`src/rtl/blink_pattern_driver.sv`:
```
// Plays N-blink on/off patterns on an LED/buzzer pin from single-cycle request strobes,
// with a one-entry pending slot; further requests while the slot is full are dropped.
module blink_pattern_driver #(
    parameter int CLK_HZ = 50_000_000,
    parameter int ON_MS  = 100,
    parameter int OFF_MS = 100
) (
    input  logic       clk,
    input  logic       rst,
    input  logic       trig,
    input  logic [3:0] n_blinks,
    output logic       out,
    output logic       busy,
    output logic       done,
    output logic       dropped
);

    localparam int ON_CYC  = CLK_HZ / 1000 * ON_MS;
    localparam int OFF_CYC = CLK_HZ / 1000 * OFF_MS;
    localparam int MAX_CYC = (ON_CYC > OFF_CYC) ? ON_CYC : OFF_CYC;
    localparam int CNT_W   = $clog2(MAX_CYC) + 1;

    localparam logic [CNT_W-1:0] ON_LAST  = CNT_W'(ON_CYC - 1);
    localparam logic [CNT_W-1:0] OFF_LAST = CNT_W'(OFF_CYC - 1);

    typedef enum logic [1:0] {
        S_IDLE,
        S_ON,
        S_OFF
    } state_t;

    state_t           state, state_d;
    logic [3:0]       rem, rem_d;
    logic [3:0]       pend_n, pend_n_d;
    logic             pend_v, pend_v_d;
    logic [CNT_W-1:0] cnt, cnt_d;
    logic             req;
    logic             fin;
    logic             drop_d;
    logic             done_d;

    always_comb begin
        state_d  = state;
        rem_d    = rem;
        cnt_d    = cnt;
        pend_v_d = pend_v;
        pend_n_d = pend_n;
        drop_d   = 1'b0;

        req = trig && (n_blinks != 4'd0);
        fin = (state == S_OFF) && (cnt == OFF_LAST) && (rem == 4'd1);

        case (state)
            S_IDLE: begin
                if (req) begin
                    state_d = S_ON;
                    rem_d   = n_blinks;
                    cnt_d   = '0;
                end
            end
            S_ON: begin
                if (cnt == ON_LAST) begin
                    cnt_d   = '0;
                    state_d = S_OFF;
                end else begin
                    cnt_d = cnt + 1'b1;
                end
            end
            S_OFF: begin
                if (cnt == OFF_LAST) begin
                    cnt_d = '0;
                    if (rem > 4'd1) begin
                        rem_d   = rem - 4'd1;
                        state_d = S_ON;
                    end
                end else begin
                    cnt_d = cnt + 1'b1;
                end
            end
            default: begin
                state_d = S_IDLE;
            end
        endcase

        // Completion hands the pending slot (or a same-cycle request) straight to the player,
        // so a request arriving exactly then is never dropped.
        if (state != S_IDLE) begin
            if (fin) begin
                if (pend_v) begin
                    rem_d   = pend_n;
                    state_d = S_ON;
                    if (req) begin
                        pend_n_d = n_blinks;
                    end else begin
                        pend_v_d = 1'b0;
                    end
                end else if (req) begin
                    rem_d   = n_blinks;
                    state_d = S_ON;
                end else begin
                    state_d = S_IDLE;
                end
            end else if (req) begin
                if (!pend_v) begin
                    pend_v_d = 1'b1;
                    pend_n_d = n_blinks;
                end else begin
                    drop_d = 1'b1;
                end
            end
        end

        // done is registered but must sit in the final OFF cycle, so look one cycle ahead.
        done_d = (state_d == S_OFF) && (cnt_d == OFF_LAST) && (rem_d == 4'd1);
    end

    always_ff @(posedge clk) begin
        if (rst) begin
            state   <= S_IDLE;
            rem     <= 4'd0;
            cnt     <= '0;
            pend_v  <= 1'b0;
            pend_n  <= 4'd0;
            out     <= 1'b0;
            busy    <= 1'b0;
            done    <= 1'b0;
            dropped <= 1'b0;
        end else begin
            state   <= state_d;
            rem     <= rem_d;
            cnt     <= cnt_d;
            pend_v  <= pend_v_d;
            pend_n  <= pend_n_d;
            out     <= (state_d == S_ON);
            busy    <= (state_d != S_IDLE);
            done    <= done_d;
            dropped <= drop_d;
        end
    end

endmodule
```
`config.mk`:
```
export PLATFORM = sky130hd
export DESIGN_NAME = blink_pattern_driver
export DESIGN_NICKNAME = d
export VERILOG_FILES = /design/src/rtl/blink_pattern_driver.sv
export SDC_FILE = /design/constraint.sdc
export NUM_CORES = 1
export LEC_CHECK = 0
export BUFFER_PORTS_ARGS = -buffer_cell sky130_fd_sc_hd__buf_4
export CAP_MARGIN = 40
export CORE_ASPECT_RATIO = 0.7
export CORE_MARGIN = 5
export CORE_UTILIZATION = 57
export CTS_CLUSTER_DIAMETER = 120
export CTS_CLUSTER_SIZE = 30
export DETAILED_ROUTE_END_ITERATION = 12
export PLACE_DENSITY = 0.74
export SLEW_MARGIN = 20
export SYNTH_ARGS = -nofsm -noshare
export SYNTH_HDL_FRONTEND = slang
export SYNTH_SLANG_ARGS = --single-unit
```
`constraint.sdc`:
```
create_clock -name clk -period 7.4 [get_ports clk]
set_input_delay 1.85 -clock clk [delete_from_list [all_inputs] [get_ports clk]]
set_output_delay 1.85 -clock clk [all_outputs]
set_load 0.05 [all_outputs]
```
==> metrics.txt <==
# TYPE chip_impl_metric gauge
chip_impl_info{name="outcome",value="completed"} 1
chip_impl_info{name="mostFrequentLayoutCell",value="sky130_fd_sc_hd__nor2_1"} 1
chip_impl_metric{name="powerDensity",unit="nW/um^2"} 184
chip_impl_info{name="critical_path.most_common_cell",value="sky130_fd_sc_hd__and4_1"} 1
chip_impl_metric{name="dieArea",unit="sq um"} 6240
chip_impl_info{name="hold_path.class",value="register to register"} 1
chip_impl_metric{name="fin_util",unit=""} 0.613
chip_impl_metric{name="die_height",unit="microns"} 67.6
chip_impl_metric{name="met2WireLength",unit="microns"} 2700
chip_impl_metric{name="initial_utilization",unit=""} 0.578
chip_impl_info{name="slowest_stage",value="sky130_fd_sc_hd__o41ai_4"} 1
chip_impl_metric{name="report.power.total",unit="W"} 0.000528
chip_impl_metric{name="drtPass1Iterations",unit=""} 5
chip_impl_metric{name="detailroute.via_count",unit=""} 2663
chip_impl_metric{name="routed_wire_length_per_instance",unit="microns"} 17.2
chip_impl_metric{name="initial_antenna_violation_count",unit=""} 0
chip_impl_metric{name="worst-endpoint-required",unit="ns"} 7.64
chip_impl_metric{name="antenna_violating_nets_post_route",unit=""} 0
chip_impl_metric{name="post_synth.cell_area_avg",unit="sq um"} 7.66
chip_impl_metric{name="crit_fanout",unit=""} 17
chip_impl_info{name="rsz_0062_raised_after_global_routing",value="no"} 1
chip_impl_metric{name="grt_first_pass_wirelength",unit="microns"} 11600
chip_impl_info{name="cts.root.buffer_cell",value="sky130_fd_sc_hd__clkbuf_8"} 1
chip_impl_metric{name="min_period",unit="ns"} 3.85
chip_impl_metric{name="syn-num-nets",unit=""} 367
chip_impl_metric{name="layout-drive-gt1-share",unit=""} 0.0974
chip_impl_metric{name="hpwlAfterDp",unit="microns"} 4890
chip_impl_metric{name="final-max-slew-violation-count",unit=""} 0
chip_impl_info{name="cp_launch_type",value="primary input"} 1
chip_impl_info{name="highest-signal-layer",value="met4"} 1
chip_impl_metric{name="distinct_cell_type_count_after_synthesis",unit=""} 63
chip_impl_metric{name="via_per_inst",unit=""} 6.56
chip_impl_metric{name="drv.max_cap_violation_count",unit=""} 0
chip_impl_metric{name="fraction_of_the_yosys_area_taken_by_sequential_cells",unit=""} 0.289
chip_impl_metric{name="total_leakage_power",unit="nW"} 0.959
chip_impl_metric{name="ys_seq_elements",unit=""} 39
chip_impl_info{name="final_cell_mix",value="41 x sky130_fd_sc_hd__nor2_1, 39 x sky130_fd_sc_hd__dfxtp_1, 33 x sky130_fd_sc_hd__a21oi_1"} 1
chip_impl_metric{name="reg2reg_depth",unit=""} 8
chip_impl_metric{name="drcViolationCount",unit=""} 0
chip_impl_metric{name="relSlewSlack",unit=""} 0.490
chip_impl_metric{name="grt_max_degree",unit=""} 39
chip_impl_info{name="regToRegStartpoint",value="cnt[0]"} 1
chip_impl_metric{name="die-width",unit="microns"} 92.3
chip_impl_metric{name="timing.final.crit_share",unit=""} 0.520
chip_impl_metric{name="syn-instance-count",unit=""} 353
chip_impl_metric{name="first_iter_violations",unit=""} 276
chip_impl_metric{name="synth_enable_flop_cells",unit=""} 0
chip_impl_info{name="top_flip_flop_cell_by_instance_count_after_synthesis",value="sky130_fd_sc_hd__dfxtp_1"} 1
chip_impl_info{name="tritoncts",value="done"} 1
chip_impl_info{name="min_delay_worst_endpoint",value="pend_n[0]"} 1
chip_impl_metric{name="cts_sinks",unit=""} 39
chip_impl_metric{name="regToRegSetupSlack",unit="ns"} 4.30
chip_impl_metric{name="path_clk_slew",unit="ns"} 0.08
chip_impl_metric{name="mappedNetlistArea",unit="sq um"} 2700
chip_impl_info{name="worst_r2r_endpoint",value="pend_n[3]"} 1
chip_impl_metric{name="area_delta_synth_final",unit="%"} 6.02
chip_impl_metric{name="routed_wirelength",unit="microns"} 6980
chip_impl_metric{name="gr-usage-all-layers",unit=""} 0.232
chip_impl_metric{name="synthArstFlopShare",unit=""} 0
chip_impl_metric{name="layout.nets",unit=""} 362
chip_impl_metric{name="maximum_level_of_the_cts_h_tree",unit=""} 2
chip_impl_metric{name="timing.fmax",unit="MHz"} 260
chip_impl_metric{name="worstSkewPairLatency",unit="ns"} 0.29
chip_impl_metric{name="cts.path.max_buffers",unit=""} 2
chip_impl_metric{name="grt_pass1_vias",unit=""} 2291
chip_impl_metric{name="rows",unit=""} 21
chip_impl_metric{name="yosys_warnings",unit=""} 0
chip_impl_metric{name="holdPathStages",unit=""} 2
chip_impl_metric{name="post_cts.repair.setup_buffers",unit=""} 0
chip_impl_metric{name="cts_hold_repair.buffers",unit=""} 0
chip_impl_metric{name="worst_slew_pin_slew",unit="ns"} 0.759
chip_impl_metric{name="post_cts.resized_instances",unit=""} 0
chip_impl_metric{name="wl_met3",unit="microns"} 544
chip_impl_metric{name="vdd_ir_drop_max",unit="mV"} 0.123
chip_impl_info{name="timing.critical_path.cells",value="buf_4, o41ai_4, a21o_1, a21oi_1, o21ai_0, nor4b_1, and4_1, and4_1"} 1
chip_impl_metric{name="worst_clock_skew",unit="ns"} 0.00456
chip_impl_metric{name="globalRoute.totalOverflow",unit=""} 0
chip_impl_metric{name="placeableCoreArea",unit="sq um"} 4680
chip_impl_metric{name="final-setup-viol-count",unit=""} 0
chip_impl_metric{name="crit_arrival",unit="ns"} 4.09
chip_impl_info{name="critical_path_type",value="primary input to register"} 1
chip_impl_metric{name="total_negative_slack_for_setup_checks",unit="ns"} 0
chip_impl_metric{name="io_buffers",unit=""} 10
chip_impl_info{name="hp-start",value="pend_n[0]"} 1
chip_impl_metric{name="wirelength_met1",unit="microns"} 3670
chip_impl_metric{name="finalHoldViolCount",unit=""} 0
chip_impl_metric{name="cts-buffers-inserted",unit=""} 5
chip_impl_metric{name="post_place_cells",unit=""} 398
chip_impl_metric{name="antenna-diode-count",unit=""} 0
chip_impl_metric{name="max_stage_delay",unit="ns"} 0.59
chip_impl_metric{name="gp_congestion",unit=""} 0.918
chip_impl_metric{name="pin_count",unit=""} 11
chip_impl_info{name="worst_setup_path_end_kind",value="register"} 1
chip_impl_metric{name="final_cells",unit=""} 406
==> worst max path at each step <==
stage,depth (start not counted),start,to
after global placement,8,n_blinks[3],done
final,8,n_blinks[3],done
after global routing,8,n_blinks[3],done
after floorplan,7,n_blinks[3],done
after CTS,8,n_blinks[3],done
after detailed placement,8,n_blinks[3],done
==> Yosys cell counts, types with 3 or more instances <==
cell type | number | area, sq um
sky130_fd_sc_hd__a211oi_1 | 4 | 30.0
sky130_fd_sc_hd__a21oi_1 | 33 | 165
sky130_fd_sc_hd__a311oi_1 | 4 | 35.0
sky130_fd_sc_hd__a31oi_1 | 3 | 18.8
sky130_fd_sc_hd__a32oi_1 | 3 | 26.3
sky130_fd_sc_hd__and2_1 | 3 | 18.8
sky130_fd_sc_hd__and3_1 | 5 | 31.3
sky130_fd_sc_hd__and4_1 | 8 | 70.1
sky130_fd_sc_hd__buf_2 | 5 | 25.0
sky130_fd_sc_hd__buf_4 | 3 | 22.5
sky130_fd_sc_hd__buf_6 | 3 | 33.8
sky130_fd_sc_hd__clkbuf_1 | 11 | 41.3
sky130_fd_sc_hd__dfxtp_1 | 39 | 781
sky130_fd_sc_hd__ha_1 | 7 | 87.6
sky130_fd_sc_hd__inv_1 | 11 | 41.3
sky130_fd_sc_hd__mux2i_1 | 6 | 60.1
sky130_fd_sc_hd__nand2_1 | 32 | 120
sky130_fd_sc_hd__nand3_1 | 16 | 80.1
sky130_fd_sc_hd__nand4_1 | 6 | 37.5
sky130_fd_sc_hd__nor2_1 | 41 | 154
sky130_fd_sc_hd__nor2b_1 | 7 | 43.8
sky130_fd_sc_hd__nor3_1 | 16 | 80.1
sky130_fd_sc_hd__nor4_1 | 3 | 18.8
sky130_fd_sc_hd__nor4b_1 | 4 | 35.0
sky130_fd_sc_hd__o21ai_0 | 18 | 90.1
sky130_fd_sc_hd__or3_1 | 7 | 43.8
sky130_fd_sc_hd__xnor2_1 | 5 | 43.8
==> cell type report <==
class / instances / area [sq um]
clock inverters: 2 / 60.1
well taps: 57 / 71.3
multi-input cells: 279 / 1750
repair buffers: 12 / 90.1
fillers: 414 / 1810
clock buffers: 6 / 72.6
inverters: 11 / 41.3
flip-flops and latches: 39 / 781
==> per-stage QoR <==
stage / hold slack, ns / cell area (sq um) / setup slack [ns]
6_report: 0.510 / 2870 / 3.55
5_1_grt: 0.534 / 2870 / 3.38
4_1_cts: 0.514 / 2870 / 3.58
3_5_place_dp: 0.496 / 2730 / 3.28
3_3_place_gp: 0.489 / 2730 / 3.38
2_1_floorplan: 0.461 / 2700 / 3.77
==> registers in the layout, indices dropped and copies added (netlist names) <==
register,flops
busy,1
cnt,24
done,1
dropped,1
out,1
pend_n,4
pend_v,1
rem,4
state,2
==> routing by layer <==
metal  vias up  track usage
met3        11       0.0501
met2       120        0.304
li1       1298            -
met5         -            0
met1      1234        0.369
met4         0       0.0611
==> cells by family after synthesis <==
logic type	synth area share
and+or+nand+nor	0.341
AOI/OAI and AO/OA	0.230
DFF	0.289
buffers and inverters	0.0639
muxes	0.0278
adders and majority gates	0.0324
xor gates and xnor gates	0.0162
==> power breakdown <==
group | internal, W | switching [W]
logic | 0.0000316 | 0.0000580
registers | 0.000216 | 0.00000900
clock network | 0.000135 | 0.0000787
total | 0.000382 | 0.000146
==> worst max-delay path: cells and delay by family <==
family | cells | cell delay (ns)
AO/OA/AOI/OAI | 4 | 1.45
buffers and inverters | 1 | 0.13
AND/OR/NAND/NOR | 3 | 0.64
No activity file was read; power rests on OpenSTA's default activity.
